**src/rtl/uart_rx_fifo_if.sv**
```systemverilog
// Bus bundle between the UART receive buffer and its neighbours: receiver-side byte strobe,
// host-side pop/flush/overrun-clear and status. Optional threshold signals exist under UART_RXF_LEVEL_IRQ_EN.
interface uart_rx_fifo_if #(
    parameter int ADDR_W = 4
);
    // Pop handshake: RdData is valid whenever Empty=0; RdEn=1 with Empty=0 consumes the head on the next edge.
    logic              RxDone;
    logic [7:0]        RxData;
    logic              RdEn;
    logic              Flush;
    logic              OvrClr;
    logic [7:0]        RdData;
    logic              Empty;
    logic              Full;
    logic [ADDR_W:0]   Level;
    logic              Overrun;
`ifdef UART_RXF_LEVEL_IRQ_EN
    logic [ADDR_W:0]   Thresh;
    logic              LevelIrq;

    modport master (
        output RxDone, RxData, RdEn, Flush, OvrClr, Thresh,
        input  RdData, Empty, Full, Level, Overrun, LevelIrq
    );
    modport slave (
        input  RxDone, RxData, RdEn, Flush, OvrClr, Thresh,
        output RdData, Empty, Full, Level, Overrun, LevelIrq
    );
`else
    modport master (
        output RxDone, RxData, RdEn, Flush, OvrClr,
        input  RdData, Empty, Full, Level, Overrun
    );
    modport slave (
        input  RxDone, RxData, RdEn, Flush, OvrClr,
        output RdData, Empty, Full, Level, Overrun
    );
`endif
endinterface

```
**src/rtl/uart_rx_fifo.sv**
```systemverilog
// UART receive buffer: synchronises RxDone into Clk, stores each byte in a first-word-fall-through FIFO
// and reports Level/Full/Empty/sticky Overrun. Define UART_RXF_LEVEL_IRQ_EN to add the Thresh/LevelIrq flag.
module uart_rx_fifo #(
    parameter int DEPTH  = 16,
    parameter int ADDR_W = 4
) (
    input  logic         Clk,
    input  logic         Rst_n,
    uart_rx_fifo_if.slave bus
);
    typedef logic [ADDR_W:0] ptr_t;

    logic       s1_q, s1_d;
    logic       s2_q, s2_d;
    logic       s3_q, s3_d;
    ptr_t       wr_ptr_q, wr_ptr_d;
    ptr_t       rd_ptr_q, rd_ptr_d;
    logic       overrun_q, overrun_d;
    logic [7:0] mem_q [DEPTH];

    logic       wr_stb;
    logic       empty;
    logic       full;
    logic       pop;
    logic       wr_en;
    logic       drop;
    ptr_t       level;

    // Flags come only from registered pointers, never from the current inputs.
    assign empty = (wr_ptr_q == rd_ptr_q);
    assign full  = (wr_ptr_q[ADDR_W] != rd_ptr_q[ADDR_W]) &&
                   (wr_ptr_q[ADDR_W-1:0] == rd_ptr_q[ADDR_W-1:0]);
    assign level = wr_ptr_q - rd_ptr_q;

    // RxDone lives in the Tick domain; s3 turns the synchronised level into one pulse per byte.
    assign wr_stb = s2_q & ~s3_q;
    assign pop    = bus.RdEn & ~empty;
    assign wr_en  = wr_stb & (~full | pop) & ~bus.Flush;
    assign drop   = wr_stb & full & ~pop & ~bus.Flush;

    always_comb begin
        s1_d      = bus.RxDone;
        s2_d      = s1_q;
        s3_d      = s2_q;
        wr_ptr_d  = wr_ptr_q;
        rd_ptr_d  = rd_ptr_q;
        overrun_d = overrun_q;
        if (bus.Flush) begin
            wr_ptr_d = '0;
            rd_ptr_d = '0;
        end else begin
            if (wr_en) wr_ptr_d = wr_ptr_q + ptr_t'(1);
            if (pop)   rd_ptr_d = rd_ptr_q + ptr_t'(1);
        end
        if (drop) begin
            overrun_d = 1'b1;
        end else if (bus.OvrClr) begin
            overrun_d = 1'b0;
        end
    end

    always_ff @(posedge Clk or negedge Rst_n) begin
        if (!Rst_n) begin
            s1_q      <= 1'b0;
            s2_q      <= 1'b0;
            s3_q      <= 1'b0;
            wr_ptr_q  <= '0;
            rd_ptr_q  <= '0;
            overrun_q <= 1'b0;
        end else begin
            s1_q      <= s1_d;
            s2_q      <= s2_d;
            s3_q      <= s3_d;
            wr_ptr_q  <= wr_ptr_d;
            rd_ptr_q  <= rd_ptr_d;
            overrun_q <= overrun_d;
        end
    end

    // Storage is deliberately left out of reset.
    always_ff @(posedge Clk) begin
        if (wr_en) mem_q[wr_ptr_q[ADDR_W-1:0]] <= bus.RxData;
    end

    assign bus.RdData  = mem_q[rd_ptr_q[ADDR_W-1:0]];
    assign bus.Empty   = empty;
    assign bus.Full    = full;
    assign bus.Level   = level;
    assign bus.Overrun = overrun_q;

`ifdef UART_RXF_LEVEL_IRQ_EN
    logic level_irq_q, level_irq_d;

    // Compares the registered Level, so the flag trails Level by one cycle.
    always_comb begin
        level_irq_d = (bus.Thresh != '0) && (level >= bus.Thresh);
    end

    always_ff @(posedge Clk or negedge Rst_n) begin
        if (!Rst_n) level_irq_q <= 1'b0;
        else        level_irq_q <= level_irq_d;
    end

    assign bus.LevelIrq = level_irq_q;
`endif
endmodule
```
**src/flat_wrapper.sv**
```systemverilog
// flat-port wrapper written by rule: the top's interface ports become plain ports
module uart_rx_fifo_flat 
#(
    parameter int DEPTH  = 16,
    parameter int ADDR_W = 4
)
  (Clk, Rst_n, bus_RxDone, bus_RxData, bus_RdEn, bus_Flush, bus_OvrClr, bus_RdData, bus_Empty, bus_Full, bus_Level, bus_Overrun);
  uart_rx_fifo_if #(.ADDR_W(ADDR_W)) bus_i ();
  input  logic Clk;
  input  logic Rst_n;
  input wire logic [$bits(bus_i.RxDone)-1:0] bus_RxDone;
  input wire logic [$bits(bus_i.RxData)-1:0] bus_RxData;
  input wire logic [$bits(bus_i.RdEn)-1:0] bus_RdEn;
  input wire logic [$bits(bus_i.Flush)-1:0] bus_Flush;
  input wire logic [$bits(bus_i.OvrClr)-1:0] bus_OvrClr;
  output wire logic [$bits(bus_i.RdData)-1:0] bus_RdData;
  output wire logic [$bits(bus_i.Empty)-1:0] bus_Empty;
  output wire logic [$bits(bus_i.Full)-1:0] bus_Full;
  output wire logic [$bits(bus_i.Level)-1:0] bus_Level;
  output wire logic [$bits(bus_i.Overrun)-1:0] bus_Overrun;
  assign bus_i.RxDone = bus_RxDone;
  assign bus_i.RxData = bus_RxData;
  assign bus_i.RdEn = bus_RdEn;
  assign bus_i.Flush = bus_Flush;
  assign bus_i.OvrClr = bus_OvrClr;
  assign bus_RdData = bus_i.RdData;
  assign bus_Empty = bus_i.Empty;
  assign bus_Full = bus_i.Full;
  assign bus_Level = bus_i.Level;
  assign bus_Overrun = bus_i.Overrun;
  uart_rx_fifo #(.DEPTH(DEPTH), .ADDR_W(ADDR_W)) u_core (.Clk(Clk), .Rst_n(Rst_n), .bus(bus_i));
endmodule
```
**config.mk**
```make
export PLATFORM = sky130hd
export DESIGN_NAME = uart_rx_fifo_flat
export DESIGN_NICKNAME = d
export VERILOG_FILES = /design/src/rtl/uart_rx_fifo_if.sv /design/src/rtl/uart_rx_fifo.sv /design/src/flat_wrapper.sv
export SDC_FILE = /design/constraint.sdc
export NUM_CORES = 1
export LEC_CHECK = 0
export CAP_MARGIN = 20
export CORE_ASPECT_RATIO = 1.5
export CORE_MARGIN = 2
export CORE_UTILIZATION = 35
export CTS_BUF_LIST = sky130_fd_sc_hd__clkbuf_8
export CTS_CLUSTER_SIZE = 8
export DETAILED_ROUTE_END_ITERATION = 6
export HOLD_SLACK_MARGIN = 0.03
export PLACE_DENSITY = 0.58
export SETUP_SLACK_MARGIN = 0.05
export SYNTH_ARGS = -nofsm -noshare
export SYNTH_HDL_FRONTEND = slang
export SYNTH_SLANG_ARGS = --single-unit
```
**constraint.sdc**
```tcl
create_clock -name Clk -period 8.2 [get_ports Clk]
set_input_delay 1.64 -clock Clk [delete_from_list [all_inputs] [get_ports Clk]]
set_output_delay 1.64 -clock Clk [all_outputs]
set_load 0.005 [all_outputs]
```
**Yosys cells after proc, flatten, opt, wreduce, memory -nomap -nowiden**

Memories as Yosys holds them, arrays and structs flattened.
Index checks and enable logic that the tools add are counted.

- Muxes and demuxes: 8
- Bitwise logic cells: 13
- Add/sub/neg operators: 3
- Equal/unequal tests: 3
- Reduce and logical (&&, ||, !) cells: 4

Operators by type and width:

| operator | count |
|---|---|
| $mux 5 | 4 |
| $add 5x1->5 const B | 2 |
| $and 1x1->1 | 7 |
| $reduce_bool 2->1 | 3 |
| $eq 5x5->1 | 1 |
| $not 1->1 | 5 |
| $sub 5x5->5 | 1 |
| $eq 4x4->1 | 1 |
| $mux 1 | 4 |
| $logic_and 1x1->1 | 1 |
| $ne 1x1->1 | 1 |
| $or 1x1->1 | 1 |

- Register bits: 14
- RAM bits: 128
- Output and inout port bits: 16
- Bits of input ports: 14
- Word-level logic and storage cells: 38
- Memories kept: 1

Memories:

| memory | depth | width | rd ports | clocked after Yosys merged registers in | write ports | RTL line | source |
|---|---|---|---|---|---|---|---|
| u_core.mem_q | 16 | 8 | 1 | 0 | 1 | uart_rx_fifo.sv:19 | `logic [7:0] mem_q [DEPTH];` |

**Depth between registers and ports, before layout**

- Depth in word-level cells: 8
- Mapped depth: 8
- Depth with buffers taken out: 7

**Worst setup path after synthesis**

No wires, ideal clock.

- Path kind: input port to flip-flop
- Start point: in bus_Flush
- End point: mem u_core.mem_q[0][0] (enable)
- Cell stages on the path: 4
- Arrival time: 3.113 ns
- Setup time: 0.383 ns
- Path buffers: 0
- Required time: 7.817 ns
- Setup slack: 4.704 ns
- Path through: or3b_2 a31oi_1 nand2_1 nor3_1

- Cells in the longest elaborated chain, start to end: 4

Ends and longest elaborated chain:

| item | RTL line | source |
|---|---|---|
| start, declared | flat_wrapper.sv:14 | `input wire logic [$bits(bus_i.Flush)-1:0] bus_Flush;` |
| $not 1->1 | uart_rx_fifo.sv:38 | `assign wr_en = wr_stb & (~full \| pop) & ~bus.Flush;` |
| $and 1x1->1 | uart_rx_fifo.sv:38 |  |
| $mux 1 | uart_rx_fifo.sv:82 | `if (wr_en) mem_q[wr_ptr_q[ADDR_W-1:0]] <= bus.RxData;` |
| $mux 1 (not written as such) | uart_rx_fifo.sv:82 |  |
| end, declared | uart_rx_fifo.sv:19 |  |

Every way passes these cells.

**Worst setup path in the final report**

- Start point: reg u_core.rd_ptr_q[0]
- End point: out bus_RdData[7]

- Cells in the longest elaborated chain, start to end: 1

Ends and longest elaborated chain:

| item | RTL line | source |
|---|---|---|
| start, declared | uart_rx_fifo.sv:17 | `ptr_t rd_ptr_q, rd_ptr_d;` |
| start signal, assigned | uart_rx_fifo.sv:75 | `rd_ptr_q <= rd_ptr_d;` |
| $mem_v2 16x8 | -- |  |
| end, declared | flat_wrapper.sv:16 | `output wire logic [$bits(bus_i.RdData)-1:0] bus_RdData;` |

Every way passes these cells.

==> flow_summary_export.csv <==
group,metric,value,unit
outcome,status,"finished, final reports clean",
routing,first_pass_iters,5,
timing,slew-limit-headroom,28.4,%
clocking,cts_tree,"built",
final_layout,synthToLayoutAreaGrowth,15.7,%
clocking,clk_pin_slew,0.08,ns
synthesis,ys_warn_count,0,
worst_setup_path,cp_common_cell,"o21ai_0",
synthesis,async_flop_share,9.86,%
routing,m1WireLength,4.62,mm
placed_design,port_buffers,29,
clocking,cts_resized,0,
synthesis,syn_avg_cell_area,18.0,um2
final_layout,final_util,41.6,%
floorplan,row_count,57,
clocking,root_buffer,"clkbuf_8",
floorplan,die_area,17800,um2
clocking,post_cts_buffers,0,
worst_setup_path,r2r_slack,4.91,ns
synthesis,ys_seq_elements,142,
worst_setup_path,slowest_delay,0.63,ns
power,p_switching,0.385,mW
synthesis,synth_ff_type,"edfxtp_1",
floorplan,die_x,110,um
worst_setup_path,critPathKind,"reg -> out",
timing,fin_ws,3.56,ns
global_routing,grt_pass1_wl,18.3,mm
power,power.leakage,2.13,nW
power,p_sw_share,25.2,%
routing,highest_layer,"met4",
synthesis,synth_top_area_share,65.7,%
job,max_cap_violations,0,
final_layout,diodes,0,
placed_design,dpl_cell_area,6330,um2
timing,slew_violations,0,
worst_setup_path,worst-path-buf-inv,2,
clocking,cts.sinks,142,
floorplan,initial_core_util,36.0,%
timing,max_freq,0.215,GHz
routing,routed_via_density,5.04,
timing,finalCriticalPeriod,4.64,ns
worst_setup_path,cp_top_family,"buffers and inverters",
power,pwr-share-clk,36.0,%
worst_setup_path,endpoint_kind,"output port",
final_layout,nets,387,
synthesis,netlist_area,5850,um2
synthesis,synthTopCellsByCount,"edfxtp_1 (128), mux2i_1 (26), mux4_2 (24)",
synthesis,synth.area.top_cells,"edfxtp_1 (66%), mux4_2 (9.2%), dfrtp_1 (6.0%)",
worst_setup_path,slowest_stage,"mux4_2",
global_routing,grt_max_degree,45,
floorplan,core_area,16300,um2
floorplan,fp.dieH,162,um
global_routing,grt_pass1_vias,3104,
power,p_comb_share,11.8,%
worst_setup_path,cp.arrival,3.00,ns
final_layout,stdcell_area,6770,um2
hold_path,hp-class,"reg -> reg",
power,power.density,225,nW/um2
clocking,htreeDepth,4,
placed_design,place_congestion,0.830,
synthesis,ys_types,38,
timing,post-route-period-util,56.6,%
synthesis,synth-edff-count,128,
routing,wl,11.8,mm
timing,worst_pin_slew,1.07,ns
synthesis,yosys.cell_count.top_type,"edfxtp_1",
timing,rsz0062_at_grt,"no",
routing,drtIter0Drc,212,
global_routing,track_usage,14.6,%
synthesis,ys_seq_area_share,71.7,%
routing,route.met2.wl,6.50,mm
timing,tns,0,ns
timing,skew,0.0131,ns
clocking,clockBufferDepth,2,
worst_setup_path,r2r-start,"u_core.rd_ptr_q[0]$_DFFE_PN0P_",
final_layout,drive_above_1_share,18.4,%
floorplan,ios,30,
worst_setup_path,crit_path_start,"u_core.rd_ptr_q[0]$_DFFE_PN0P_",
routing,routedWlPerCell,20.3,um
clocking,cts_buffers,17,
worst_setup_path,crit_chain,"buf_4 > mux4_2 > o21ai_0 > o21ai_0 > clkdlybuf4s50_1",
power,peakVddDrop,0.128,mV
placed_design,dp_hpwl,8.26,mm
routing,wl_met3,438,um
timing,finalHoldViolations,0,
hold_path,min_from,"u_core.s1_q$_DFF_PN0_",
placed_design,pre_cts_ws,3.64,ns
clocking,clock_latency,0.44,ns
power,p_int,1.14,mW
power,p_seq_share,52.2,%
synthesis,synth_nets,349,
routing,drtAntennaViolNets,0,
global_routing,antenna_found_initial,0,
worst_setup_path,cp_data_required_time,6.56,ns
worst_setup_path,cp-start-kind,"flip-flop",
clocking,holdBufCountCts,0,
synthesis,synth_top_cell_by_area,"edfxtp_1",
routing,vias,2935,
synthesis,synth_cells,325,
timing,setup_violations,0,
worst_setup_path,critPathMaxFanout,44,
global_routing,grt-ovfl-total,0,
routing,drc,0,
-- cells in the final DEF, fill, tap and decap left out, drive strengths merged --
cell type	instances
clkinvlp	3
and2	1
o211ai	1
edfxtp	128
a221oi	8
nand2b	2
o22ai	1
a21oi	6
nand4	2
dfrtp	14
bufinv	1
o31ai	1
mux2i	26
buf	5
clkdlybuf4s50	29
or3b	1
or3	3
a31oi	1
nor2	21
mux4	24
xnor2	7
inv	22
nor3	4
clkbuf	18
ha	9
o311ai	1
xor2	3
nand2	7
and4	1
fa	1
nor2b	2
a21o	2
o21ai	20
nand3	1
-- worst register-to-register path, cell delays in order, from the launching register on --
cell	delay, ns
dfrtp_2	0.34
buf_4	0.62
ha_1	0.40
and4_1	0.23
a31oi_1	0.30
nand2_1	0.17
nor3_1	0.84
-- layer usage --
| metal | vias up | GRT usage [%] |
|---|---|---|
| met5 | - | 0 |
| met4 | 0 | 5.47 |
| met3 | 19 | 3.44 |
| met2 | 80 | 25.4 |
| met1 | 1477 | 17.3 |
| li1 | 1359 | - |
-- state kept, by name (all words and copies together), names as in the netlist --
register / cells
u_core.bus.Overrun: 1
u_core.mem_q: 128
u_core.s2_q: 1
u_core.s1_q: 1
u_core.wr_ptr_q: 5
u_core.rd_ptr_q: 5
u_core.s3_q: 1
-- power groups by stage --
stage	Combinational, mW	Sequential (mW)	Clock, mW
after global routing	0.196	0.796	0.593
final	0.180	0.795	0.549
after CTS	0.183	0.796	0.564
after floorplan	0.113	0.811	0
after global placement	0.182	0.812	0
after detailed placement	0.182	0.812	0
-- layout make-up --
type	count	area, um2
Timing Repair Buffer	35	350
Inverter	11	41.3
Tap cell	206	258
Fill cell	1445	9490
Sequential cell	142	4200
Multi-Input combinational cell	156	1520
Clock inverter	15	166
Clock buffer	17	234
-- worst paths after layout --
| kind | depth (start not counted) | end |
|---|---|---|
| setup / recovery | 5 | bus_RdData[7] |
| hold / removal | 0 | u_core.s2_q$_DFF_PN0_ |
| setup reg to reg | 6 | u_core.mem_q[3][0]$_DFFE_PP_ |
| hold reg to reg | 0 | u_core.s2_q$_DFF_PN0_ |
| max in group asynchronous | 1 | u_core.rd_ptr_q[0]$_DFFE_PN0P_ |
| min in group asynchronous | 1 | u_core.wr_ptr_q[1]$_DFFE_PN0P_ |
-- metrics by stage --
step | std cells | hold slack, ns | total power [mW]
2_1_floorplan | 325 | 0.331 | 0.924
3_3_place_gp | 546 | 0.334 | 0.994
3_5_place_dp | 547 | 0.337 | 0.994
4_1_cts | 579 | 0.358 | 1.54
5_1_grt | 582 | 0.378 | 1.58
6_report | 582 | 0.355 | 1.52
-- cell families after synthesis --
| family | share of synthesized area [%] |
|---|---|
| muxes | 13.7 |
| xor gates and xnor gates | 1.75 |
| and+or+nand+nor | 3.59 |
| DFF | 71.7 |
| buffers and inverters | 2.29 |
| adders and majority gates | 2.27 |
| AOI/OAI and AO/OA | 4.73 |
Note: power is estimated with default switching activity, not from simulation.
